[config.mk]
export PLATFORM = sky130hd
export DESIGN_NAME = video_colorizer_flat
export DESIGN_NICKNAME = d
export VERILOG_FILES = /design/src/rtl/video_colorizer_if.sv /design/src/rtl/video_colorizer.sv /design/src/flat_wrapper.sv
export SDC_FILE = /design/constraint.sdc
export NUM_CORES = 1
export LEC_CHECK = 0
export CORE_MARGIN = 2
export CORE_UTILIZATION = 30
export CTS_CLUSTER_DIAMETER = 120
export DETAILED_ROUTE_END_ITERATION = 7
export DONT_BUFFER_PORTS = 1
export PLACE_DENSITY = 0.43
export SYNTH_ARGS = -nofsm -noshare
export SYNTH_HDL_FRONTEND = slang
export SYNTH_SLANG_ARGS = --single-unit
export TNS_END_PERCENT = 10
[constraint.sdc]
create_clock -name clk_pixel -period 3.5 [get_ports clk_pixel]
set_input_delay 0.525 -clock clk_pixel [delete_from_list [all_inputs] [get_ports clk_pixel]]
set_output_delay 0.525 -clock clk_pixel [all_outputs]
set_load 0.02 [all_outputs]
[src/rtl/video_colorizer_if.sv]
// Signal bundle between the OLED raster generator / settings source and the
// video_colorizer output stage that feeds the Pocket video scaler.
interface video_colorizer_if;
  logic        v_sync;
  logic        h_sync;
  logic        video_en;
  logic        video;
  logic [1:0]  palette_sel;
  logic        invert;
  logic        scanlines;
  logic [2:0]  scaler_slot;
  logic [23:0] video_rgb;
  logic        video_de;
  logic        video_hs;
  logic        video_vs;
  logic [15:0] frame_count;
  logic [8:0]  line_pixels;

  modport master (
    output v_sync, h_sync, video_en, video,
    output palette_sel, invert, scanlines, scaler_slot,
    input  video_rgb, video_de, video_hs, video_vs,
    input  frame_count, line_pixels
  );

  modport slave (
    input  v_sync, h_sync, video_en, video,
    input  palette_sel, invert, scanlines, scaler_slot,
    output video_rgb, video_de, video_hs, video_vs,
    output frame_count, line_pixels
  );
endinterface

[src/rtl/video_colorizer.sv]
// Pixel-clock output stage: colours the raster generator's 1-bit pixel and
// delays the sync/enable strobes by two cycles for the Pocket video scaler.
module video_colorizer #(
  parameter int PIPE_LATENCY = 2
) (
  input logic              clk_pixel,
  input logic              reset,
  video_colorizer_if.slave bus
);
  localparam logic [6:0] ROW_MAX = 7'd127;
  localparam logic [8:0] COL_MAX = 9'd511;

  if (PIPE_LATENCY != 2) begin : g_latency_check
    $error("video_colorizer supports only PIPE_LATENCY = 2");
  end

  typedef struct packed {
    logic [1:0] palette;
    logic       invert;
    logic       scanlines;
    logic [2:0] slot;
  } settings_t;

  // Returns {lit, unlit}.
  function automatic logic [47:0] palette_colors(input logic [1:0] sel);
    case (sel)
      2'd0:    return {24'hFFFFFF, 24'h000000};
      2'd1:    return {24'hFFB000, 24'h100800};
      2'd2:    return {24'h33FF33, 24'h001000};
      default: return {24'h40C0FF, 24'h000818};
    endcase
  endfunction

  settings_t   shadow;
  settings_t   eff;
  logic        en_prev;
  logic        fall;
  logic [6:0]  row;
  logic [6:0]  row_eff;
  logic [8:0]  col;
  logic [23:0] lit;
  logic [23:0] unlit;

  logic        s1_de;
  logic        s1_hs;
  logic        s1_vs;
  logic        s1_half;
  logic [23:0] s1_rgb;
  logic [2:0]  s1_slot;

  // A v_sync pixel already uses the settings and row it latches.
  // NOTE: every output of this block is assigned on every pass, so no latch is inferred.
  always_comb begin
    eff            = bus.v_sync ? {bus.palette_sel, bus.invert, bus.scanlines, bus.scaler_slot}
                                : shadow;
    row_eff        = bus.v_sync ? 7'd0 : row;
    fall           = en_prev & ~bus.video_en;
    {lit, unlit}   = palette_colors(eff.palette);
  end

  // Stage 1: settings shadow, counters, palette lookup.
  // NOTE: sequential state uses non-blocking assignments so every register samples pre-edge values.
  always_ff @(posedge clk_pixel or posedge reset) begin
    if (reset) begin
      shadow          <= '0;
      en_prev         <= 1'b0;
      row             <= '0;
      col             <= '0;
      bus.frame_count <= '0;
      bus.line_pixels <= '0;
      s1_de           <= 1'b0;
      s1_hs           <= 1'b0;
      s1_vs           <= 1'b0;
      s1_half         <= 1'b0;
      s1_rgb          <= '0;
      s1_slot         <= '0;
    end else begin
      en_prev <= bus.video_en;

      if (bus.v_sync) begin
        shadow          <= eff;
        bus.frame_count <= bus.frame_count + 16'd1;
      end

      if (bus.v_sync)
        row <= '0;
      else if (fall && row != ROW_MAX)
        row <= row + 7'd1;

      if (fall) begin
        bus.line_pixels <= col;
        col             <= '0;
      end else if (bus.h_sync) begin
        col <= '0;
      end else if (bus.video_en && col != COL_MAX) begin
        col <= col + 9'd1;
      end

      s1_de   <= bus.video_en;
      s1_hs   <= bus.h_sync;
      s1_vs   <= bus.v_sync;
      s1_rgb  <= (bus.video ^ eff.invert) ? lit : unlit;
      // Halving follows the lit pixel, which shows the unlit palette entry when inverted.
      s1_half <= bus.video & eff.scanlines & row_eff[0];
      s1_slot <= eff.slot;
    end
  end

  // Stage 2: scanline dimming and blanking, with the slot word on the DE falling cycle.
  always_ff @(posedge clk_pixel or posedge reset) begin
    if (reset) begin
      bus.video_rgb <= '0;
      bus.video_de  <= 1'b0;
      bus.video_hs  <= 1'b0;
      bus.video_vs  <= 1'b0;
    end else begin
      bus.video_de <= s1_de;
      bus.video_hs <= s1_hs;
      bus.video_vs <= s1_vs;
      if (s1_de)
        bus.video_rgb <= s1_half ? ((s1_rgb >> 1) & 24'h7F7F7F) : s1_rgb;
      else if (bus.video_de)
        bus.video_rgb <= {21'd0, s1_slot};
      else
        bus.video_rgb <= '0;
    end
  end
endmodule

[src/flat_wrapper.sv]
// flat-port wrapper written by rule: the top's interface ports become plain ports
module video_colorizer_flat 
#(
  parameter int PIPE_LATENCY = 2
)
  (clk_pixel, reset, bus_v_sync, bus_h_sync, bus_video_en, bus_video, bus_palette_sel, bus_invert, bus_scanlines, bus_scaler_slot, bus_video_rgb, bus_video_de, bus_video_hs, bus_video_vs, bus_frame_count, bus_line_pixels);
  video_colorizer_if bus_i ();
  input logic clk_pixel;
  input logic reset;
  input wire logic [$bits(bus_i.v_sync)-1:0] bus_v_sync;
  input wire logic [$bits(bus_i.h_sync)-1:0] bus_h_sync;
  input wire logic [$bits(bus_i.video_en)-1:0] bus_video_en;
  input wire logic [$bits(bus_i.video)-1:0] bus_video;
  input wire logic [$bits(bus_i.palette_sel)-1:0] bus_palette_sel;
  input wire logic [$bits(bus_i.invert)-1:0] bus_invert;
  input wire logic [$bits(bus_i.scanlines)-1:0] bus_scanlines;
  input wire logic [$bits(bus_i.scaler_slot)-1:0] bus_scaler_slot;
  output wire logic [$bits(bus_i.video_rgb)-1:0] bus_video_rgb;
  output wire logic [$bits(bus_i.video_de)-1:0] bus_video_de;
  output wire logic [$bits(bus_i.video_hs)-1:0] bus_video_hs;
  output wire logic [$bits(bus_i.video_vs)-1:0] bus_video_vs;
  output wire logic [$bits(bus_i.frame_count)-1:0] bus_frame_count;
  output wire logic [$bits(bus_i.line_pixels)-1:0] bus_line_pixels;
  assign bus_i.v_sync = bus_v_sync;
  assign bus_i.h_sync = bus_h_sync;
  assign bus_i.video_en = bus_video_en;
  assign bus_i.video = bus_video;
  assign bus_i.palette_sel = bus_palette_sel;
  assign bus_i.invert = bus_invert;
  assign bus_i.scanlines = bus_scanlines;
  assign bus_i.scaler_slot = bus_scaler_slot;
  assign bus_video_rgb = bus_i.video_rgb;
  assign bus_video_de = bus_i.video_de;
  assign bus_video_hs = bus_i.video_hs;
  assign bus_video_vs = bus_i.video_vs;
  assign bus_frame_count = bus_i.frame_count;
  assign bus_line_pixels = bus_i.line_pixels;
  video_colorizer #(.PIPE_LATENCY(PIPE_LATENCY)) u_core (.clk_pixel(clk_pixel), .reset(reset), .bus(bus_i));
endmodule
; After elaboration in Yosys (flattened, before gate mapping)
; Index checks and enable logic that the tools add are counted.
[totals]
latch_bits = 0
ram_bits = 0
out_inout_bits = 52
register_bits = 106
rom_bits = 0
word_cells = 47
inputBits = 13
mem_count = 0
[classes]
n_eq_ne = 4
bitwise_logic = 5
shifts = 0
addsub = 3
muxes = 12
n_reduce_logical = 5
n_div = 0
magnitude_cmp = 0
n_mul = 0
[ops]
columns = operator, n
row1 = case mux 48 bit (3 select lines), 1
row2 = two-way mux 24 bit, 3
row3 = two-way mux 9 bit, 3
row4 = two-way mux 7 bit, 3
row5 = "adder 16 x 1 -> 16 bit, second input constant", 1
row6 = "adder 9 x 1 -> 9 bit, second input constant", 1
row7 = "!= test 9 bit, second input constant", 1
row8 = "adder 7 x 1 -> 7 bit, second input constant", 1
row9 = "!= test 7 bit, second input constant", 1
row10 = bitwise AND 1 bit, 3
row11 = two-way mux 3 bit, 1
row12 = nonzero test 3 bit, 1
row13 = "== test 2 x 1 -> 1 bit, second input constant", 1
row14 = "== test 2 bit, second input constant", 1
row15 = logical AND 1 bit, 2
row16 = logical NOT 2 bit, 1
row17 = nonzero test 2 bit, 1
row18 = two-way mux 1 bit, 1
row19 = inverter 1 bit, 1
row20 = bitwise XOR 1 bit, 1

; Logic depth before layout (Yosys ltp)
; Gate-level depths: netlist of run 1.
[depth]
depth_word = 5
mapped_depth = 7
depth_no_buf = 7

; Least setup slack after synthesis of run 1
; No wires, ideal clock.
[synth_timing]
path_kind = reg-to-reg
start = register u_core.col[0]
end = register u_core.col[7]
setup_time_ns = 0.082
slack_ns = 1.689
stages_incl_launch_ff = 8
n_path_buf = 0
required_time_ns = 3.418
arrival_ns = 1.729
synth_period_minus_slack_ns = 1.811
path_cell_list = dfrtp_1 -> ha_1 -> nand3_1 -> nor2_1 -> ha_1 -> nand2b_1 -> or4_1 -> a31oi_1
[synth_via]
elab_chain_len = 4
elab_cells_between_ends = 7
classes_between = add/sub: 1 / eq/ne: 1 / mux: 3 / reduce/logical: 2
[synth_lines]
columns = element, line_no
row1 = start: declaration, video_colorizer.sv:40  ; logic [8:0] col;
row2 = start signal: assignment, video_colorizer.sv:96  ; col <= col + 9'd1;
row3 = adder 9 x 1 -> 9 bit, video_colorizer.sv:96
row4 = two-way mux 9 bit, video_colorizer.sv:95  ; end else if (bus.video_en && col != COL_MAX) begin
row5 = two-way mux 9 bit, video_colorizer.sv:93  ; end else if (bus.h_sync) begin
row6 = two-way mux 9 bit, video_colorizer.sv:90  ; if (fall) begin
; Parallel ways exist; a longest one is shown, timed or not. The select of a mux whose other input is x is not followed.
; A chain may end at the register's enable or synchronous reset.

; Final worst setup path of run 1
[layout_timing]
start = register u_core.en_prev
end = register u_core.row[1]
[layout_via]
elab_chain_len = 3
[layout_lines]
columns = element, line_no
row1 = start: declaration, video_colorizer.sv:36  ; logic en_prev;
row2 = start signal: assignment, video_colorizer.sv:78  ; en_prev <= bus.video_en;
row3 = bitwise AND 1 bit, video_colorizer.sv:57  ; fall = en_prev & ~bus.video_en;
row4 = logical AND 1 bit, video_colorizer.sv:87  ; else if (fall && row != ROW_MAX)
row5 = nonzero test 2 bit (no source line), n/a
row6 = end signal: assignment, video_colorizer.sv:88  ; row <= row + 7'd1;
row7 = end: declaration, video_colorizer.sv:38  ; logic [6:0] row;
; Every way passes these cells.

==> results of run 1 <==
-- power by group through the flow --
stage / Combinational (µW) / Sequential, µW / Clock [µW]
3_3_place_gp: 215 / 1410 / 0
4_1_cts: 217 / 1390 / 1160
6_report: 211 / 1390 / 1120
3_5_place_dp: 217 / 1410 / 0
5_1_grt: 246 / 1420 / 1200
2_1_floorplan: 185 / 1370 / 0
-- how the worst max path moves through the flow --
stage / startpoint / to / depth (start not counted)
floorplan: reset / u_core.bus.frame_count[0]$_DFFE_PP0P_ / 1
global placement: u_core.en_prev$_DFF_PP0_ / u_core.row[0]$_DFFE_PP0P_ / 3
detailed placement: u_core.en_prev$_DFF_PP0_ / u_core.row[1]$_DFFE_PP0P_ / 3
CTS: u_core.en_prev$_DFF_PP0_ / u_core.row[1]$_DFFE_PP0P_ / 3
global route: u_core.en_prev$_DFF_PP0_ / u_core.row[0]$_DFFE_PP0P_ / 3
finish: u_core.en_prev$_DFF_PP0_ / u_core.row[1]$_DFFE_PP0P_ / 3
-- flip-flops by register name (all words and copies together), names as in the netlist --
name                    count
u_core.bus.video_rgb       23
u_core.bus.frame_count     16
u_core.s1_rgb              12
u_core.bus.line_pixels      9
u_core.col                  9
u_core.row                  7
u_core.shadow               7
u_core.s1_slot              3
u_core.bus.video_de         1
u_core.bus.video_hs         1
u_core.bus.video_vs         1
u_core.en_prev              1
u_core.s1_half              1
u_core.s1_hs                1
u_core.s1_vs                1
-- Yosys cell counts (2+ instances only) --
master	count	share of area
a211oi_1	3	0.0059
buf_2	4	0.0052
nor2_1	13	0.013
nand4_2	2	0.0065
clkbuf_1	7	0.0068
and4_1	2	0.0046
nand4_1	6	0.0098
nor2b_1	7	0.011
or3_2	2	0.0039
and2_1	10	0.016
o21ai_0	8	0.010
a21oi_1	9	0.012
nand2b_1	13	0.021
mux2_2	11	0.032
inv_1	10	0.0098
nand3_1	5	0.0065
a31oi_1	3	0.0049
mux2i_1	8	0.021
xnor2_1	4	0.0091
nand2_1	48	0.047
xor2_1	12	0.027
nor3_1	4	0.0052
a21boi_0	13	0.025
ha_1	8	0.026
nor4_1	5	0.0081
dfrtp_1	93	0.61
-- routing by layer --
layer,vias to the layer above,share of wire,global-route usage
li1,1114,-,-
met1,1106,0.49,0.1720
met2,61,0.41,0.1579
met3,11,0.078,0.04634
met4,0,0.018,0.06275
met5,-,0,0
-- area by class of cell --
class	instances	area, µm²
Fill cell	1265	8218
Sequential cell	93	2327
Multi-Input combinational cell	211	1411
Clock buffer	12	246.5
Tap cell	172	215.2
Clock inverter	4	95.09
Inverter	10	40.04
Timing Repair Buffer	2	15.01
-- kinds of logic after synthesis --
logic type               Yosys count  share of synthesized area
buffers and inverters             23                    0.02671
AO/OA/AOI/OAI                     41                    0.06906
XOR/XNOR                          17                    0.04365
multiplexers                      21                    0.06189
AND/OR/NAND/NOR                  124                     0.1668
flip-flops                        93                     0.6059
adder cells (fa/ha/maj)            8                    0.02606
-- worst reg2reg max path, stage by stage, from the launching register on --
cell and delay [ns]:
dfrtp_1 0.73, nand2b_1 0.50, a21oi_1 0.47, mux2i_1 0.24
-- per-stage QoR --
stage,hold slack (ns),util,std cells
final,0.2067,0.3461,504
after detailed placement,0.3466,0.3190,488
after global routing,0.1858,0.3461,504
after global placement,0.3333,0.3190,488
after CTS,0.1919,0.3461,504
after floorplan,0.3312,-,327
==> metrics.md, run 1 <==
| Metric | Value |
|---|---|
| Buf+Inv Stages, Crit Path | `0` |
| Placer congestion estimate | `~0.8` |
| Skew-Pair Late Insertion Delay | `between 0.3 and 0.4 ns` |
| First-pass GRT wire length | `12.52 mm` |
| Net Sw Frac | `0.2645` |
| # DRC | `0` |
| Hold Vio Cnt, Final | `0` |
| Commonest non-fill, non-tap cell in the layout | `dfrtp_1` |
| Sequential fraction of design power | `0.511` |
| Die height | `117.2 µm` |
| Worst R2R End | `u_core.row[1]$_DFFE_PP0P_` |
| Post-CTS setup buffers | `0` |
| Largest net degree at the start of global routing | `78` |
| Crit Path Class | `flop to flop` |
| Crit path largest cell delay | `0.73 ns` |
| Ys flop type | `dfrtp_1` |
| Per-cell routed wire length | `14.51 µm` |
| Fin area | `approximately 4400 µm²` |
| RSZ-0062 raised after global routing | `false` |
| Syn_area_per_cell | `approximately 12 µm²` |
| Root Buffer | `clkbuf_16` |
| Ys Warns | `0` |
| Post-synthesis register bit count | `93` |
| Nets | `around 350` |
| Synth async-reset ratio | `1.000` |
| Layout cells sized above 1 | `0.1084` |
| HP Start | `bus_video_en` |
| HP Class | `input pin to flop` |
| WHS Endpoint | `u_core.en_prev$_DFF_PP0_` |
| Pre-antenna DRT Iters | `4` |
| Remaining Overflow, GRT | `0` |
| Leakage | `0.001979 µW` |
| Vias in the first global route | `~2.4k` |
| CP max-delay cell | `dfrtp_1` |
| Setup crit end kind | `flop` |
| Most frequent cells in the layout | `93 x dfrtp_1, 48 x nand2_1, 13 x nor2_1, 13 x nand2b_1, 13 x a21boi_0` |
| Via/cell ratio | `around 4.5` |
| Mapped Nets | `348` |
| Worst Reg-to-Reg Cells | `3` |
| Placed Area | `roughly 4000 µm²` |
| Worst Setup Start Kind | `flop` |
| Initial antenna violation count | `0` |
| CP top delay family | `flip-flops` |
| Combinational share of power | `0.078` |
| Slew Viols, Final | `0` |
| Total Wirelength | `roughly 7.3 mm` |
| PortBufs | `0` |
| Die area | `13730 µm²` |
| Worst VDD drop | `0.3540 mV` |
| Clock power share | `0.411` |
| Starting Density | `0.3056` |
| Post-synth EDFFs | `0` |
| Crit-path cells | `nand2b_1 -> a21oi_1 -> mux2i_1` |
| Max Cap Viol | `0` |
| Cell Rows | `just over 40` |
| Synthesized netlist cell count | `approximately 330` |
| Total CTS buffers | `9` |
| Fin crit share | `0.5744` |
| 1st-iter DRT viols | `68` |
| Post-detail-place hpwl | `4.876 mm` |
| CORE AREA | `12570 µm²` |
| TritonCTS clock tree | `built` |
| Total track usage | `0.1209` |
| Final setup vio count | `0` |
| Worst-path clk slew | `0.06 ns` |
| Register area share after synthesis | `0.6059` |
| R2R Path Start | `u_core.en_prev$_DFF_PP0_` |
| Hold depth | `0` |
| Antenna diodes | `0` |
| Reg-to-reg setup timing slack | `1.49 ns` |
| Mapped Area | `just under 4000 µm²` |
| Clk_skew | `0.006678 ns` |
| CP max FO | `26` |
| Setup TNS | `0 ns` |
| Die width | `between 100 and 150 µm` |
| Outcome | `completed` |
| Ports | `65` |
| ANT nets after route | `0` |
| Area growth syn-to-layout | `13.26%` |
| PwrDens | `624.3 nW/µm²` |
| Quantity of gates resized following cts | `0` |
| Critical path required time | `3.77 ns` |
| # clock sinks | `93` |
| Tmin final | `roughly 2 ns` |
| Tot Pwr | `2716 µW` |
| H-Tree Depth | `3` |
| FMAX | `0.4974 GHz` |
| Switch Pwr | `718.4 µW` |
| Clock buffer depth | `2` |
| Hold Buf Count CTS | `0` |
| Least-Margin Pin Slew | `0.9659 ns` |
| Place WS | `1.448 ns` |
| Vias after detailed routing | `2292` |
| Internal power | `1998 µW` |
| CP arrival | `about 2.3 ns` |
| Distinct cells, synth | `43` |
| Max_slew headroom | `0.3561` |
| Worst setup margin | `1.489 ns` |
No activity file was read; power rests on OpenSTA's default activity.
==> inputs of run 2 (changes only) <==
--- a/config.mk
+++ b/config.mk
@@ -10,7 +10,7 @@
 export CTS_CLUSTER_DIAMETER = 120
 export DETAILED_ROUTE_END_ITERATION = 7
 export DONT_BUFFER_PORTS = 1
-export PLACE_DENSITY = 0.43
+export PLACE_DENSITY = 0.44
 export SYNTH_ARGS = -nofsm -noshare
 export SYNTH_HDL_FRONTEND = slang
 export SYNTH_SLANG_ARGS = --single-unit
==> constraint.sdc (replaced) <==
create_clock -name clk_pixel -period 1.63 [get_ports clk_pixel]
set_input_delay 0.2445 -clock clk_pixel [delete_from_list [all_inputs] [get_ports clk_pixel]]
set_output_delay 0.2445 -clock clk_pixel [all_outputs]
set_load 0.02 [all_outputs]
==> metrics.md, run 2 (synthesis results as in run 1) <==
| Metric | Value |
|---|---|
| Outcome | `finished with violations (was completed)` |
| Failing checks | `negative setup slack` |
| Fin crit share | `1.070 (was 0.5744)` |
| Largest Register | `u_core.bus.video_rgb (unchanged)` |
| Starting Density | `0.3056 (unchanged)` |
| Worst VDD drop | `0.6767 mV (was 0.3540 mV)` |
| Net Sw Frac | `0.2763 (was 0.2645)` |
| Die area | `13730 µm² (unchanged)` |
| H-Tree Depth | `3 (unchanged)` |
| Max_slew headroom | `0.7133 (was 0.3561)` |
| RSZ-0062 raised after global routing | `true (was false)` |
| # clock sinks | `93 (unchanged)` |
| Remaining Overflow, GRT | `0 (unchanged)` |
| Layout cells sized above 1 | `0.2216 (was 0.1084)` |
| Combinational share of power | `0.140 (was 0.078)` |
| Worst-path clk slew | `0.07 ns (was 0.06 ns)` |
| HP Class | `input pin to flop (unchanged)` |
| Setup crit end kind | `flop (unchanged)` |
| Internal power | `4328 µW (was 1998 µW)` |
| Final setup vio count | `4 (was 0)` |
| Initial antenna violation count | `0 (unchanged)` |
| Cells after DPL | `517 (was 488)` |
| Area growth syn-to-layout | `22.67% (was 13.26%)` |
| CP max FO | `4 (was 26)` |
| Hold Slack | `0.04443 ns (was 0.2067 ns)` |
| PwrDens | `1269 nW/µm² (was 624.3 nW/µm²)` |
| Clk_skew | `0.006941 ns (was 0.006678 ns)` |
| Die width | `117.2 µm (unchanged)` |
| Largest net degree at the start of global routing | `42 (was 78)` |
| Root Buffer | `clkbuf_16 (unchanged)` |
| Placer congestion estimate | `0.8364 (was 0.7874)` |
| Commonest non-fill, non-tap cell in the layout | `dfrtp_1 (unchanged)` |
| CORE AREA | `12570 µm² (unchanged)` |
| Antenna diodes | `0 (unchanged)` |
| Leakage | `0.002167 µW (was 0.001979 µW)` |
| Clock power share | `0.393 (was 0.411)` |
| Final std cells w/o fill | `542 (was 504)` |
| Worst setup margin | `-0.1143 ns (was 1.489 ns)` |
| Ports | `65 (unchanged)` |
| Clock buffer depth | `2 (unchanged)` |
| Per-cell routed wire length | `15.09 µm (was 14.51 µm)` |
| Crit Path Class | `flop to flop (unchanged)` |
| Critical path required time | `1.90 ns (was 3.77 ns)` |
| Largest regs | `u_core.bus.video_rgb x23, u_core.bus.frame_count x16, u_core.s1_rgb x12 (unchanged)` |
| Most frequent cells in the layout | `93 x dfrtp_1, 48 x nand2_1, 34 x buf_4, 13 x a21boi_0 (was 93 x dfrtp_1, 48 x nand2_1, 13 x nor2_1, 13 x nand2b_1, 13 x a21boi_0)` |
| Setup TNS | `-0.2533 ns (was 0 ns)` |
| Crit path largest cell delay | `0.46 ns (was 0.73 ns)` |
| Post-detail-place hpwl | `5.359 mm (was 4.876 mm)` |
| CP max-delay cell | `or4_1 (was dfrtp_1)` |
| Max Cap Viol | `0 (unchanged)` |
| First-pass GRT wire length | `13.23 mm (was 12.52 mm)` |
| Crit-path cells | `ha_2 -> nand3_2 -> nor2_2 -> ha_2 -> nand2b_4 -> or4_1 -> a31oi_1 (was nand2b_1 -> a21oi_1 -> mux2i_1)` |
| Vias in the first global route | `2505 (was 2388)` |
| Nets | `386 (was 348)` |
| CP arrival | `2.02 ns (was 2.28 ns)` |
| Switch Pwr | `1653 µW (was 718.4 µW)` |
| CP most frequent cell | `ha_2` |
| Cell Rows | `41 (unchanged)` |
| Hold Vio Cnt, Final | `0 (unchanged)` |
| FMAX | `0.5733 GHz (was 0.4974 GHz)` |
| Pre-antenna DRT Iters | `4 (unchanged)` |
| Finished Core Util | `0.3749 (was 0.3461)` |
| TritonCTS clock tree | `built (unchanged)` |
| Slew Viols, Final | `0 (unchanged)` |
| Die height | `117.2 µm (unchanged)` |
| Tmin final | `1.744 ns (was 2.011 ns)` |
| Least-Margin Pin Slew | `0.4292 ns (was 0.9659 ns)` |
| ANT nets after route | `0 (unchanged)` |
| Total Wirelength | `8.181 mm (was 7.314 mm)` |
| Worst Setup Start Kind | `flop (unchanged)` |
| Total CTS buffers | `9 (unchanged)` |
| # DRC | `0 (unchanged)` |
| Max reg flops | `23 (unchanged)` |
| Sequential fraction of design power | `0.467 (was 0.511)` |
| Total track usage | `0.1301 (was 0.1209)` |
| 1st-iter DRT viols | `116 (was 68)` |
| Via/cell ratio | `4.535 (was 4.548)` |
| Skew-Pair Late Insertion Delay | `0.35 ns (was 0.34 ns)` |
| Place WS | `-0.2147 ns (was 1.448 ns)` |
| Vias after detailed routing | `2458 (was 2292)` |
| PortBufs | `0 (unchanged)` |
run 2: worst max-delay path: cells and delay by family (launching register included):
kind                       cells  cell delay (ns)
AOI/OAI and AO/OA              1             0.17
DFF                            1             0.39
and+or+nand+nor                4             0.72
adders and majority gates      2             0.40
run 2: cell type report:
cell class,count,area (µm²)
clock inverter,5,81.33
inverter,10,41.29
timing repair buffer,40,335.3
fill,1255,7856
tap,172,215.2
multi-input combinational,211,1459
sequential,93,2327
clock buffer,11,252.7
run 2: path summary, 6_finish.rpt:
kind	to	cells after the start	slack, ns	from
setup reg to reg	u_core.col[7]$_DFFE_PP0P_	7	-0.11	u_core.col[1]$_DFFE_PP0P_
min in group asynchronous	u_core.s1_rgb[10]$_DFF_PP0_	2	0.38	reset
hold / removal	u_core.shadow[3]$_DFFE_PP0P_	1	0.04	bus_scanlines
max in group asynchronous	u_core.col[2]$_DFFE_PP0P_	3	0.72	reset
hold reg to reg	u_core.bus.video_vs$_DFF_PP0_	0	0.35	u_core.s1_vs$_DFF_PP0_
setup / recovery	u_core.col[7]$_DFFE_PP0P_	7	-0.11	u_core.col[1]$_DFFE_PP0P_
run 2: per-layer routing:
layer | up-vias | routed length [µm] | track usage
met2 | 60 | 3482 | 0.1785
li1 | 1193 | - | -
met4 | 0 | 214 | 0.07373
met5 | - | 0 | 0
met1 | 1192 | 4010 | 0.1803
met3 | 13 | 473 | 0.04119
run 2: repair_timing:
item | 4_1_cts | 5_1_grt
resized for setup | 8 | 8
pin swaps | 2 | 2
hold endpoints to repair | 27 | 0
hold buffers | 4 | 0
setup endpoints to repair | 4 | 8
setup buffers | 2 | 3
run 2: power by group through the flow:
stage | Sequential (µW) | Clock (µW) | Combinational, µW
2_1_floorplan | 2950 | 0 | 397
3_3_place_gp | 2840 | 0 | 820
3_5_place_dp | 2840 | 0 | 831
4_1_cts | 2800 | 2430 | 854
5_1_grt | 2830 | 2520 | 939
6_report | 2790 | 2350 | 838
run 2: stage by stage:
step	power, µW	instance area [µm²]
2_1_floorplan	3348	3845
3_3_place_gp	3656	4253
3_5_place_dp	3673	4253
4_1_cts	6083	4669
5_1_grt	6288	4712
6_report	5981	4712
==> inputs of run 3 (changes only) <==
==> constraint.sdc (replaced) <==
create_clock -name clk_pixel -period 1.63 [get_ports clk_pixel]
set_input_delay 0.2445 -clock clk_pixel [delete_from_list [all_inputs] [get_ports clk_pixel]]
set_output_delay 0.2445 -clock clk_pixel [all_outputs]
set_load 0.01 [all_outputs]
==> metrics.md, run 3 (synthesis results as in run 1) <==
| Metric | Value |
|---|---|
| Outcome | `finished with violations (unchanged)` |
| Failing checks | `negative setup slack (unchanged)` |
| CORE AREA | `12570 µm² (unchanged)` |
| Die area | `13730 µm² (unchanged)` |
| Starting Density | `0.3056 (unchanged)` |
| Worst Reg-to-Reg Cells | `7 (unchanged)` |
| Fill cells | `1237 (was 1255)` |
| ANT nets after route | `0 (unchanged)` |
| RSZ-0062 raised after global routing | `true (unchanged)` |
| Leakage | `0.002095 µW (was 0.002167 µW)` |
| Least-Margin Pin Slew | `0.4998 ns (was 0.4292 ns)` |
| Commonest non-fill, non-tap cell in the layout | `dfrtp_1 (unchanged)` |
| 1st-iter DRT viols | `128 (was 116)` |
| Area growth syn-to-layout | `19.38% (was 22.67%)` |
| Critical path required time | `1.90 ns (about the same)` |
| Remaining Overflow, GRT | `0 (unchanged)` |
| Antenna diodes | `0 (unchanged)` |
| FMAX | `0.5796 GHz (was 0.5733 GHz)` |
| Final setup vio count | `3 (was 4)` |
| Ports | `65 (unchanged)` |
| Skew-Pair Late Insertion Delay | `0.35 ns (about the same)` |
| Reg-to-reg setup timing slack | `-0.1 ns (was -0.11 ns)` |
| PwrDens | `1218 nW/µm² (was 1269 nW/µm²)` |
| CP arrival | `2.00 ns (was 2.02 ns)` |
| Most frequent cells in the layout | `93 x dfrtp_1, 48 x nand2_1, 26 x buf_4, 13 x a21boi_0 (was 93 x dfrtp_1, 48 x nand2_1, 34 x buf_4, 13 x a21boi_0)` |
| Initial antenna violation count | `0 (unchanged)` |
| Final std cells w/o fill | `533 (was 542)` |
| Fin crit share | `1.058 (was 1.070)` |
| Placer congestion estimate | `0.8407 (was 0.8364)` |
| # clock sinks | `93 (unchanged)` |
| Clk_skew | `0.005285 ns (was 0.006941 ns)` |
| Layout cells sized above 1 | `0.1911 (was 0.2216)` |
| Largest regs | `u_core.bus.video_rgb x23, u_core.bus.frame_count x16, u_core.s1_rgb x12 (unchanged)` |
| Total Wirelength | `7.868 mm (was 8.181 mm)` |
| Vias after detailed routing | `2429 (was 2458)` |
| Die height | `117.2 µm (unchanged)` |
| CP max FO | `4 (unchanged)` |
| PortBufs | `0 (unchanged)` |
| # DRC | `0 (unchanged)` |
| Die width | `117.2 µm (unchanged)` |
| Vias in the first global route | `2404 (was 2505)` |
| Setup crit end kind | `flop (unchanged)` |
| Post-detail-place hpwl | `5.061 mm (was 5.359 mm)` |
| Slew Viols, Final | `0 (unchanged)` |
| Pre-antenna DRT Iters | `7 (was 4)` |
| Worst-path clk slew | `0.06 ns (was 0.07 ns)` |
| Hold Vio Cnt, Final | `0 (unchanged)` |
| Max_slew headroom | `0.6668 (was 0.7133)` |
| Worst setup margin | `-0.09535 ns (was -0.1143 ns)` |
| HP Class | `input pin to flop (unchanged)` |
| R2R Path Start | `u_core.col[1]$_DFFE_PP0P_ (unchanged)` |
| Worst VDD drop | `0.5840 mV (was 0.6767 mV)` |
| Per-cell routed wire length | `14.76 µm (was 15.09 µm)` |
| Max reg flops | `23 (unchanged)` |
| Root Buffer | `clkbuf_16 (unchanged)` |
| Hold Slack | `0.04228 ns (was 0.04443 ns)` |
| TritonCTS clock tree | `built (unchanged)` |
| Worst R2R End | `u_core.col[7]$_DFFE_PP0P_ (unchanged)` |
| Nets | `377 (was 386)` |
| Cell Rows | `41 (unchanged)` |
| Via/cell ratio | `4.557 (was 4.535)` |
| Cells after DPL | `513 (was 517)` |
| Hold depth | `1 (unchanged)` |
| H-Tree Depth | `3 (unchanged)` |
| Worst Setup Start Kind | `flop (unchanged)` |
| Total track usage | `0.1256 (was 0.1301)` |
| Crit Path Class | `flop to flop (unchanged)` |
| HP Start | `bus_scaler_slot[1] (was bus_scanlines)` |
| Max Cap Viol | `0 (unchanged)` |
| Tmin final | `1.725 ns (was 1.744 ns)` |
| Clock buffer depth | `2 (unchanged)` |
| First-pass GRT wire length | `12.70 mm (was 13.23 mm)` |
| Largest Register | `u_core.bus.video_rgb (unchanged)` |
| WHS Endpoint | `u_core.shadow[1]$_DFFE_PP0P_ (was u_core.shadow[3]$_DFFE_PP0P_)` |
| Total CTS buffers | `9 (unchanged)` |
| Largest net degree at the start of global routing | `94 (was 42)` |
[run 3: cell types whose count changed in the layout (fill, tap and decap cells not counted)]
cell	before	now
nor2b_2	1	0
o21ai_0	5	8
nor2b_1	6	7
buf_12	2	1
clkbuf_8	2	1
clkinv_2	1	2
inv_6	1	0
o21ai_1	3	0
bufinv_16	2	1
a21oi_1	6	7
a21oi_2	3	2
buf_4	34	26
clkbuf_1	0	2
[run 3: area by class of cell]
cell class              instances  area, µm²  share of cell area
clock buffers                  12      246.5             0.05375
clock inverters                 4      47.55             0.01037
inverters                      10      41.29            0.009004
multi-input cells             211       1453              0.3168
flip-flops and latches         93       2327              0.5075
well taps                     172      215.2             0.04693
repair buffers                 31      255.2             0.05566
[run 3: power by group]
part	switching, µW	total, µW	internal [µW]
combinational	414	747	333
clock	877	2100	1230
sequential	186	2740	2550
total	1480	5590	4110
[run 3: how the worst max path moves through the flow]
stage	startpoint	end	cells past startpoint
after CTS	u_core.col[1]$_DFFE_PP0P_	u_core.col[7]$_DFFE_PP0P_	7
after global placement	u_core.col[0]$_DFFE_PP0P_	u_core.col[7]$_DFFE_PP0P_	7
final	u_core.col[1]$_DFFE_PP0P_	u_core.col[7]$_DFFE_PP0P_	7
after detailed placement	u_core.col[0]$_DFFE_PP0P_	u_core.col[7]$_DFFE_PP0P_	7
after global routing	u_core.col[1]$_DFFE_PP0P_	u_core.col[7]$_DFFE_PP0P_	7
after floorplan	u_core.col[0]$_DFFE_PP0P_	u_core.col[7]$_DFFE_PP0P_	7
[run 3: metrics by stage]
stage | total power [µW] | worst slack, ns | instance area [µm²] | utilization | setup TNS [ns]
floorplan | 3230 | -0.1808 | 3845 | - | -0.4449
global placement | 3526 | -0.1219 | 4210 | 0.3350 | -0.3444
detailed placement | 3535 | -0.1658 | 4210 | 0.3350 | -0.4784
CTS | 5698 | -0.08702 | 4569 | 0.3636 | -0.1544
global route | 5914 | -0.1575 | 4586 | 0.3649 | -0.4550
finish | 5587 | -0.09535 | 4586 | 0.3649 | -0.1253
[run 3: worst max-delay path, cell delays in order, from the launching register on]
cell	delay, ns
dfrtp_1	0.38
ha_2	0.21
nand3_2	0.08
nor2_2	0.04
ha_2	0.18
nand2b_4	0.14
or4_1	0.46
a31oi_1	0.17
[run 3: per-layer routing]
layer	vias to the layer above	global-route usage	share of wire
met3	10	0.03656	0.057
met5	-	0	0
met4	0	0.08078	0.027
met2	56	0.1686	0.44
li1	1170	-	-
met1	1193	0.1751	0.48
[run 3: what timing repair did]
| item | in CTS | in global routing |
|---|---|---|
| gates resized for setup | 6 | 5 |
| cloned | 0 | 0 |
| pin swaps | 2 | 2 |
| setup endpoints to repair | 4 | 6 |
| endpoints found under the hold margin | 105 | 0 |
| hold buffers | 4 | 0 |
| setup buffers | 0 | 0 |
